File: config.mk
export PLATFORM = sky130hd
export DESIGN_NAME = joystick_input_ctrl
export DESIGN_NICKNAME = d
export VERILOG_FILES = /design/src/rtl/pacman_input_pkg.sv /design/src/rtl/button_debounce.sv /design/src/rtl/joystick_input_ctrl.sv
export SDC_FILE = /design/constraint.sdc
export NUM_CORES = 1
export LEC_CHECK = 0
export BUFFER_PORTS_ARGS = -buffer_cell sky130_fd_sc_hd__buf_2
export CORE_MARGIN = 2
export CORE_UTILIZATION = 60
export DETAILED_ROUTE_END_ITERATION = 7
export PLACE_DENSITY = 0.87
export SLEW_MARGIN = 15
export SYNTH_ARGS = -nofsm -noshare
export SYNTH_HDL_FRONTEND = slang
export SYNTH_SLANG_ARGS = --single-unit
File: constraint.sdc
create_clock -name clk -period 3.2 [get_ports clk]
set_input_delay 0.64 -clock clk [delete_from_list [all_inputs] [get_ports clk]]
set_output_delay 0.64 -clock clk [all_outputs]
set_load 0.05 [all_outputs]
File: src/rtl/pacman_input_pkg.sv
// Shared types and constants for the joystick front end: heading encoding,
// button bit positions and handshake states.
package pacman_input_pkg;

  typedef enum logic [1:0] {
    DIR_UP    = 2'd0,
    DIR_DOWN  = 2'd1,
    DIR_LEFT  = 2'd2,
    DIR_RIGHT = 2'd3
  } dir_t;

  typedef enum logic {
    HS_IDLE    = 1'b0,
    HS_PENDING = 1'b1
  } hs_state_t;

  localparam int BTN_UP    = 0;
  localparam int BTN_DOWN  = 1;
  localparam int BTN_LEFT  = 2;
  localparam int BTN_RIGHT = 3;
  localparam int NUM_BTN   = 4;

  // Simultaneous presses resolve to the lowest bit index.
  function automatic dir_t press_to_dir(input logic [NUM_BTN-1:0] press);
    if (press[BTN_UP])        return DIR_UP;
    else if (press[BTN_DOWN]) return DIR_DOWN;
    else if (press[BTN_LEFT]) return DIR_LEFT;
    else                      return DIR_RIGHT;
  endfunction

endpackage

File: src/rtl/button_debounce.sv
// Single-bit debouncer: 2-flop synchronizer, saturating stability counter,
// debounced active-high level and a one-cycle pulse on each rising edge.
module button_debounce #(
  parameter int DB_CYCLES = 500000
) (
  input  logic i_clk,
  input  logic i_reset,
  input  logic i_btn_n,
  output logic o_level,
  output logic o_press
);

  localparam int CNT_W = $clog2(DB_CYCLES + 1);
  localparam logic [CNT_W-1:0] CNT_TC  = CNT_W'(DB_CYCLES - 1);
  localparam logic [CNT_W-1:0] CNT_MAX = CNT_W'(DB_CYCLES);

  logic             r_sync1;
  logic             r_sync2;
  logic             r_level;
  logic             r_press;
  logic [CNT_W-1:0] r_cnt;

  always_ff @(posedge i_clk) begin
    if (i_reset) begin
      r_sync1 <= 1'b0;
      r_sync2 <= 1'b0;
      r_level <= 1'b0;
      r_press <= 1'b0;
      r_cnt   <= '0;
    end else begin
      r_sync1 <= ~i_btn_n;
      r_sync2 <= r_sync1;
      r_press <= 1'b0;
      if (r_sync2 == r_level) begin
        r_cnt <= '0;
      end else if (r_cnt == CNT_TC) begin
        // Last differing cycle of the window: commit the new level now.
        r_cnt   <= '0;
        r_level <= r_sync2;
        r_press <= r_sync2;
      end else if (r_cnt != CNT_MAX) begin
        r_cnt <= r_cnt + CNT_W'(1);
      end
    end
  end

  assign o_level = r_level;
  assign o_press = r_press;

endmodule

File: src/rtl/joystick_input_ctrl.sv
// Joystick front end: four debounced direction buttons, latched heading with
// lowest-index priority, and a request/ack handshake toward game logic.
//   state      | meaning
//   HS_IDLE    | no unconsumed heading; dir_req low
//   HS_PENDING | heading updated, waiting for dir_ack; dir_req high
module joystick_input_ctrl
  import pacman_input_pkg::*;
#(
  parameter int DB_CYCLES = 500000
) (
  input  logic       clk,
  input  logic       reset,
  input  logic [3:0] btn_n,
  output logic [3:0] btn_level,
  output logic [3:0] btn_press,
  output logic [1:0] dir,
  output logic       dir_valid,
  output logic       dir_req,
  input  logic       dir_ack
);

  logic [NUM_BTN-1:0] w_level;
  logic [NUM_BTN-1:0] w_press;
  logic               w_dir_upd;
  dir_t               w_dir_nxt;
  hs_state_t          w_state_nxt;

  dir_t               r_dir;
  logic               r_dir_valid;
  hs_state_t          r_state;

  for (genvar gi = 0; gi < NUM_BTN; gi++) begin : g_btn
    button_debounce #(
      .DB_CYCLES(DB_CYCLES)
    ) u_db (
      .i_clk  (clk),
      .i_reset(reset),
      .i_btn_n(btn_n[gi]),
      .o_level(w_level[gi]),
      .o_press(w_press[gi])
    );
  end

  assign w_dir_upd = |w_press;
  assign w_dir_nxt = press_to_dir(w_press);

  always_ff @(posedge clk) begin
    if (reset) begin
      r_dir       <= DIR_UP;
      r_dir_valid <= 1'b0;
      r_state     <= HS_IDLE;
    end else begin
      r_state <= w_state_nxt;
      if (w_dir_upd) begin
        r_dir       <= w_dir_nxt;
        r_dir_valid <= 1'b1;
      end
    end
  end

  // A fresh heading wins over a coincident ack so the new value is not lost.
  always_comb begin
    w_state_nxt = r_state;
    case (r_state)
      HS_IDLE:    if (w_dir_upd) w_state_nxt = HS_PENDING;
      HS_PENDING: if (!w_dir_upd && dir_ack) w_state_nxt = HS_IDLE;
      default:    w_state_nxt = HS_IDLE;
    endcase
  end

  assign btn_level = w_level;
  assign btn_press = w_press;
  assign dir       = r_dir;
  assign dir_valid = r_dir_valid;
  assign dir_req   = (r_state == HS_PENDING);

endmodule

[After elaboration in Yosys (flattened, before gate mapping)]
Cells that the tools add are included.
Word-level totals
  register bits: 96
  input bits: 7
  output and inout bits: 12
Cells by class
  $add $sub $neg: 4
  eq/ne operators: 12
  multiplexer cells: 6
  bitwise logic cells: 13
  reduce and logical (&&, ||, !) cells: 15
Operators by type and width (count)
  $add 19x1->19 const B: 4
  $eq 19x19->1 const B: 4
  $ne 19x19->1 const B: 4
  $reduce_or 3->1: 8
  $not 1->1: 13
  $reduce_and 2->1: 4
  $eq 1x1->1: 4
  $mux 2: 2
  $reduce_or 4->1: 1
  $mux 1: 3
  $pmux 1 s2: 1
  $logic_and 1x1->1: 1
  $logic_not 1->1: 1

[Depth between registers and ports, before layout]
Gate-level depths: netlist (run 1).
  word-level depth: 5
  gate-level depth with buffers: 7
  depth with buffers taken out: 6

[Modules after synthesis]
From an unflattened synthesis (run 1), not the netlist that was laid out.
Second synthesis, totals
  cells, all modules: 510
  area, all modules: 4471.8 µm²
By module, submodules not included
  button_debounce: times used 4, cells an instance 124, area an instance 1081.0 µm², sequential area each 460.4 µm²
  joystick_input_ctrl: times used 1, cells an instance 14, area an instance 147.6 µm², sequential area each 80.1 µm²

[Least setup slack after synthesis (run 1)]
No wires, ideal clock.
  kind: register -> register
  start: reg g_btn[3].u_db.r_cnt[0]
  end: reg g_btn[3].u_db.r_cnt[18]
  setup time: 0.070 ns
  arrival: 1.782 ns
  data required time: 3.130 ns
  setup slack: 1.348 ns
  cell stages (with the launch flop): 6
  period minus slack after synthesis: 1.852 ns
  path through: dfxtp_1 -> ha_1 -> nand4_2 -> or3_1 -> or4_1 -> a21oi_1
On the way
  longest elaborated chain between the ends: 2
  elaborated cells on any way between the ends: 4
  those cells by class: add/sub: 1; eq/ne: 2; reduce/logical: 1
RTL lines
  from (decl): line button_debounce.sv:21  | logic [CNT_W-1:0] r_cnt;
  from (signal assigned): line button_debounce.sv:42  | r_cnt <= r_cnt + CNT_W'(1);
  branches (longest 2 deep; another with $add 19x1->19)
Several ways; the timed one is not identified.
A chain may end at the register's enable or synchronous reset.

[Worst setup path in the final report (run 1)]
  start: reg g_btn[1].u_db.r_cnt[18]
  end: reg g_btn[1].u_db.r_cnt[12]
On the way
  longest elaborated chain between the ends: 2
  elaborated cells on any way between the ends: 3
  those cells by class: eq/ne: 2; reduce/logical: 1
RTL lines
  from (decl): line button_debounce.sv:21
  from (signal assigned): line button_debounce.sv:42
  $eq 19x19->1: line button_debounce.sv:36  | end else if (r_cnt == CNT_TC) begin
  $reduce_or 3->1 (no line)
Parallel ways exist; a longest one is shown, timed or not.

==> reports/metrics.cfg, run 1 <==
[placed_design]
gp_congestion=0.867
hpwlAfterDp_um=6250
place_area_um2=4630
io_buffers=18
place_inst=621

[power_and_ir_drop]
sw_frac_of_total_pct=20.9
total_power_uw=2070
p_comb_share_pct=1.4
power.density_nw_per_um2=426
power.share.clock_pct=40.4
pwr-share-seq_pct=58.2
leakagePower_uw=0.00148
p_int_uw=1630
power.switching_uw=432
ir_drop_mv=0.333

[logic_synthesis]
synth_top_area_share_pct=41.7
synth-seq-cells=96
ys_warn_count=0
synth-edff-count=0
syn_area_um2=4610
synth_cells=529
synth_area_leader_cell=dfxtp_1
yosys_most_used_dff=dfxtp_1
synth_seq_area_share_pct=41.7
syn-num-nets=544
yosysUniqueCellTypes=45
synthTopCellsByArea=dfxtp_1 (42%), nor2_1 (6.4%), xnor2_1 (6.1%), xor2_1 (4.0%), nand3_1 (3.7%)
async_reset_ff_share_pct=0
synth_area_per_cell_um2=8.71

[clocking]
clk_pin_slew_worst_paths_ns=0.09
cts_resized=0
cts-hold-fix-buffers=0
numClockSinks=96
cts_tree=done
post_cts_buffers=0
root_buffer=clkbuf_8
cts_max_path_buffers=2
cts_buffers=9
clkLatencyLatePin_ns=0.36
h-tree-depth=3

[sta]
hold_viol_final=0
min_period_ns=2.32
setup_violations=0
finalCritPeriodShare_pct=72.6
hold_slack_ns=0.412
final.setup.tns_ns=0
slew_headroom_pct=46.4
worst_slew_pin_slew_ns=0.799
fmax_mhz=431
fin_skew_ns=0.00488
rsz0062_at_grt=false
final_max_slew_viol_count=0

[route]
routed_wl_um=9050
vias=3802
final_antenna_net_count=0
viasPerCell=5.97
drt_iter0_markers=159
first_pass_iters=4
routedWlPerCell_um=14.2
remaining_drc_errors=0

[floorplanning]
num_rows=31
dieWidth_um=91.6
io_pins=19
core_um2=7330
die-area_um2=8400
initial_core_util_pct=62.8
die_h_um=91.6

[critical_path]
reg2reg_slack_ns=0.88
critPathKind=flop to flop
worstReg2RegStart=g_btn[1].u_db.r_cnt[18]
end_kind=flop
crit_arrival_ns=2.59
cp.required_ns=3.46
r2r-end=g_btn[1].u_db.r_cnt[12]
cp_max_fo=11
cp-start-kind=flop
r2r_cells=5

[cells_and_area]
n_antenna_cell=0
drive_above_1_share_pct=9.48
final_common_cell=dfxtp_1
final_nets=548
final_area_um2=4850
syn_to_final_growth_pct=5.30
mostFrequentLayoutCells=dfxtp_1 (96), nor2_1 (78), nand3_1 (34)
final_cells=637

[worst_hold_path]
hold_end=g_btn[0].u_db.r_sync1
min_from=btn_n[0]
hold_class=input pin to flop
hold_depth=2

[global_route]
antenna_found_initial=0
gr-total-overflow=0
grt_pass1_vias=3540
grt_pass1_wl_um=15700
globalRouteTotalUtil_pct=22.8
grt_max_degree=26

[status]
status=finished clean

[job]
max_cap_viol_count=0

Yosys cell counts, types with 11 or more instances:
cell	n
nor4_1	17
o21ai_0	14
inv_1	16
nand2_1	27
nand4_1	22
nor2_1	78
dfxtp_1	96
xor2_1	21
a21oi_1	31
nand3_1	34
nor3_1	18
buf_4	11
xnor2_1	32
and4_1	12
layer usage:
| layer | part of all wire [%] | track usage [%] | vias up | routed length [µm] |
|---|---|---|---|---|
| met5 | 0 | 0 | - | 0 |
| met3 | 4.7 | 6.00 | 16 | 425 |
| met1 | 46 | 28.1 | 1794 | 4130 |
| li1 | - | - | 1901 | - |
| met4 | 1.6 | 8.33 | 0 | 141 |
| met2 | 48 | 38.2 | 91 | 4360 |
cell type report:
class / instances / area, µm²
Clock buffer: 12 / 165
Inverter: 16 / 60.1
Sequential cell: 96 / 1920
Timing Repair Buffer: 19 / 97.6
Fill cell: 596 / 2480
Clock inverter: 4 / 51.3
Multi-Input combinational cell: 391 / 2430
Tap cell: 99 / 124
worst max-delay path by stage:
stage,depth (start not counted),end,startpoint,slack [ns]
6_report,5,g_btn[1].u_db.r_cnt[12],g_btn[1].u_db.r_cnt[18],0.88
5_1_grt,5,g_btn[1].u_db.r_cnt[17],g_btn[1].u_db.r_cnt[13],0.79
4_1_cts,5,g_btn[1].u_db.r_cnt[12],g_btn[1].u_db.r_cnt[9],0.88
3_5_place_dp,4,g_btn[2].u_db.r_cnt[2],g_btn[2].u_db.r_cnt[9],1.04
3_3_place_gp,4,g_btn[2].u_db.r_cnt[0],g_btn[2].u_db.r_cnt[9],1.11
2_1_floorplan,5,g_btn[3].u_db.r_cnt[18],g_btn[3].u_db.r_cnt[0],1.35
stage by stage:
stage               worst slack [ns]  util, %
CTS                            0.885     66.2
finish                         0.878     66.2
detailed placement              1.04     63.2
global placement                1.11     63.2
floorplan                       1.35        -
global route                   0.788     66.2
power groups by stage:
| stage | Clock [µW] | Combinational [µW] | Sequential [µW] |
|---|---|---|---|
| 2_1_floorplan | 0 | 25.3 | 1230 |
| 3_3_place_gp | 0 | 27.0 | 1230 |
| 3_5_place_dp | 0 | 28.5 | 1230 |
| 4_1_cts | 851 | 28.7 | 1200 |
| 5_1_grt | 899 | 32.0 | 1200 |
| 6_report | 835 | 28.3 | 1200 |
logic make-up (layout without fill, tap and decap cells):
logic type	after synthesis	count (layout)	share of synthesized area (%)
fa+ha+maj	8	8	2.17
mux	1	1	0.217
compound gates	63	63	8.39
simple gates	266	266	31.9
flops	96	96	41.7
buf+inv	42	51	5.51
xor+xnor	53	53	10.1
registers in the layout, indices dropped and copies added (netlist names):
| register | cells |
|---|---|
| dir | 2 |
| dir_req | 1 |
| dir_valid | 1 |
| g_btn.u_db.o_level | 4 |
| g_btn.u_db.o_press | 4 |
| g_btn.u_db.r_cnt | 76 |
| g_btn.u_db.r_sync1 | 4 |
| g_btn.u_db.r_sync2 | 4 |
critical path, stage by stage (launching register included):
cell and delay, ns:
dfxtp_1 0.36, nor4bb_1 0.48, nand4_1 0.29, o31ai_2 0.75, buf_4 0.29, nor2_1 0.06
Note: power is estimated with default switching activity, not from simulation.
==> run 2, diff against run 1 <==
clock period = 2.3 ns   (was 3.2 ns; I/O delays follow)
==> run 2 against run 1 <==
Effect of this change: sequential share of layout area is 0.31 points lower; register-to-register slack worse by 0.66 ns; clock skew grew 0.0036 ns; combinational power increased by 57%; final cell count grew 1.6%; global-route usage shrank 0.52 points; die area is the same; power is 33% higher; hold slack worse by 0.17 ns; non-clock buffer count rose by 10; setup slack got worse by 0.66 ns; utilization up 0.53 points; critical path type unchanged; largest cell class unchanged.
==> reports/metrics.cfg, run 2 (same netlist as run 1, synthesis figures left out) <==
[cells_and_area]
largest_register_ffs=76
largest_register=g_btn.u_db.r_cnt
final_common_cell=dfxtp_1
n_antenna_cell=0
mostFrequentLayoutCells=dfxtp_1 (96), nor2_1 (78), nand3_1 (34)
final_util_pct=66.7
final_area_um2=4890
final_nets=558
drive_above_1_share_pct=10.6
syn_to_final_growth_pct=6.14

[floorplanning]
io_pins=19
initial_core_util_pct=62.8
die_h_um=91.6
die-area_um2=8400
core_um2=7330
num_rows=31
dieWidth_um=91.6

[placed_design]
gp_congestion=0.870
io_buffers=18
dpl_worst_slack_ns=0.233
place_area_um2=4710
hpwlAfterDp_um=6300

[global_route]
grt_pass1_vias=3517
grt_max_degree=19
grt_pass1_wl_um=15400
gr-total-overflow=0
antenna_found_initial=0
globalRouteTotalUtil_pct=22.3

[critical_path]
slowest_stage=or3_1
cp_slowest_stage_delay_ns=0.47
cp-start-kind=flop
cp_max_fo=7
cp.required_ns=2.58
critPathKind=flop to flop
end_kind=flop
cp_cell_sequence=ha_1, nand4_2, or3_1, or4_1, a21oi_1
crit_arrival_ns=2.36

[sta]
setup_violations=0
final_max_slew_viol_count=0
rsz0062_at_grt=false
min_period_ns=2.08
finalCritPeriodShare_pct=90.6
fmax_mhz=480
hold_viol_final=0
worst_slew_pin_slew_ns=0.562
fin_skew_ns=0.00846
slew_headroom_pct=62.2
worst_slack_ns=0.216
final.setup.tns_ns=0

[power_and_ir_drop]
ir_drop_mv=0.369
power.density_nw_per_um2=563
leakagePower_uw=0.00151
total_power_uw=2760

[route]
drt_iter0_markers=186
routedWlPerCell_um=13.7
viasPerCell=5.87
remaining_drc_errors=0
final_antenna_net_count=0
first_pass_iters=5
routed_wl_um=8870
vias=3795

[clocking]
cts_buffers=9
clk_pin_slew_worst_paths_ns=0.09
h-tree-depth=3
cts_resized=0
root_buffer=clkbuf_8
post_cts_buffers=0
cts-hold-fix-buffers=0
numClockSinks=96
cts_tree=done
cts_max_path_buffers=2
clkLatencyLatePin_ns=0.35

[worst_hold_path]
hold_class=input pin to flop

[job]
max_cap_viol_count=0

[status]
status=finished clean

run 2: critical path: cells and delay by family (launching register included):
family                   cells  cell delay, ns
adder cells (fa/ha/maj)      1            0.28
AO/OA/AOI/OAI                1            0.17
AND/OR/NAND/NOR              3            1.16
flip-flops                   1            0.40
run 2: worst paths after layout:
path / startpoint / depth (start not counted) / slack [ns] / endpoint
worst max-delay path: g_btn[3].u_db.r_cnt[1] / 5 / 0.22 / g_btn[3].u_db.r_cnt[18]
worst min-delay path: btn_n[2] / 2 / 0.24 / g_btn[2].u_db.r_sync1
worst max register to register: g_btn[3].u_db.r_cnt[1] / 5 / 0.22 / g_btn[3].u_db.r_cnt[18]
worst min register to register: g_btn[3].u_db.r_sync1 / 1 / 0.45 / g_btn[3].u_db.r_sync2
run 2: layout make-up:
type,count,area (µm²)
inverter,16,60.1
timing repair buffer,29,173
fill,558,2440
clock buffer,12,135
multi-input combinational,391,2430
sequential,96,1920
tap,99,124
clock inverter,4,45.0
run 2: stage by stage:
stage	hold WS, ns	cells
2_1_floorplan	0.414	529
3_3_place_gp	0.424	631
3_5_place_dp	0.426	631
4_1_cts	0.222	647
5_1_grt	0.227	647
6_report	0.241	647
run 2: power breakdown:
group | switching [µW] | internal [µW] | leakage (µW)
logic | 26.5 | 17.8 | 0.000640
registers | 5.72 | 1670 | 0.000775
clock network | 537 | 499 | 0.0000941
total | 569 | 2190 | 0.00151
run 2: routing by layer:
metal / GRT usage [%] / wire length (µm) / vias up
met1: 28.6 / 4020 / 1771
li1: - / - / 1907
met3: 5.75 / 468 / 15
met2: 36.6 / 4240 / 102
met5: 0 / 0 / -
met4: 6.94 / 148 / 0
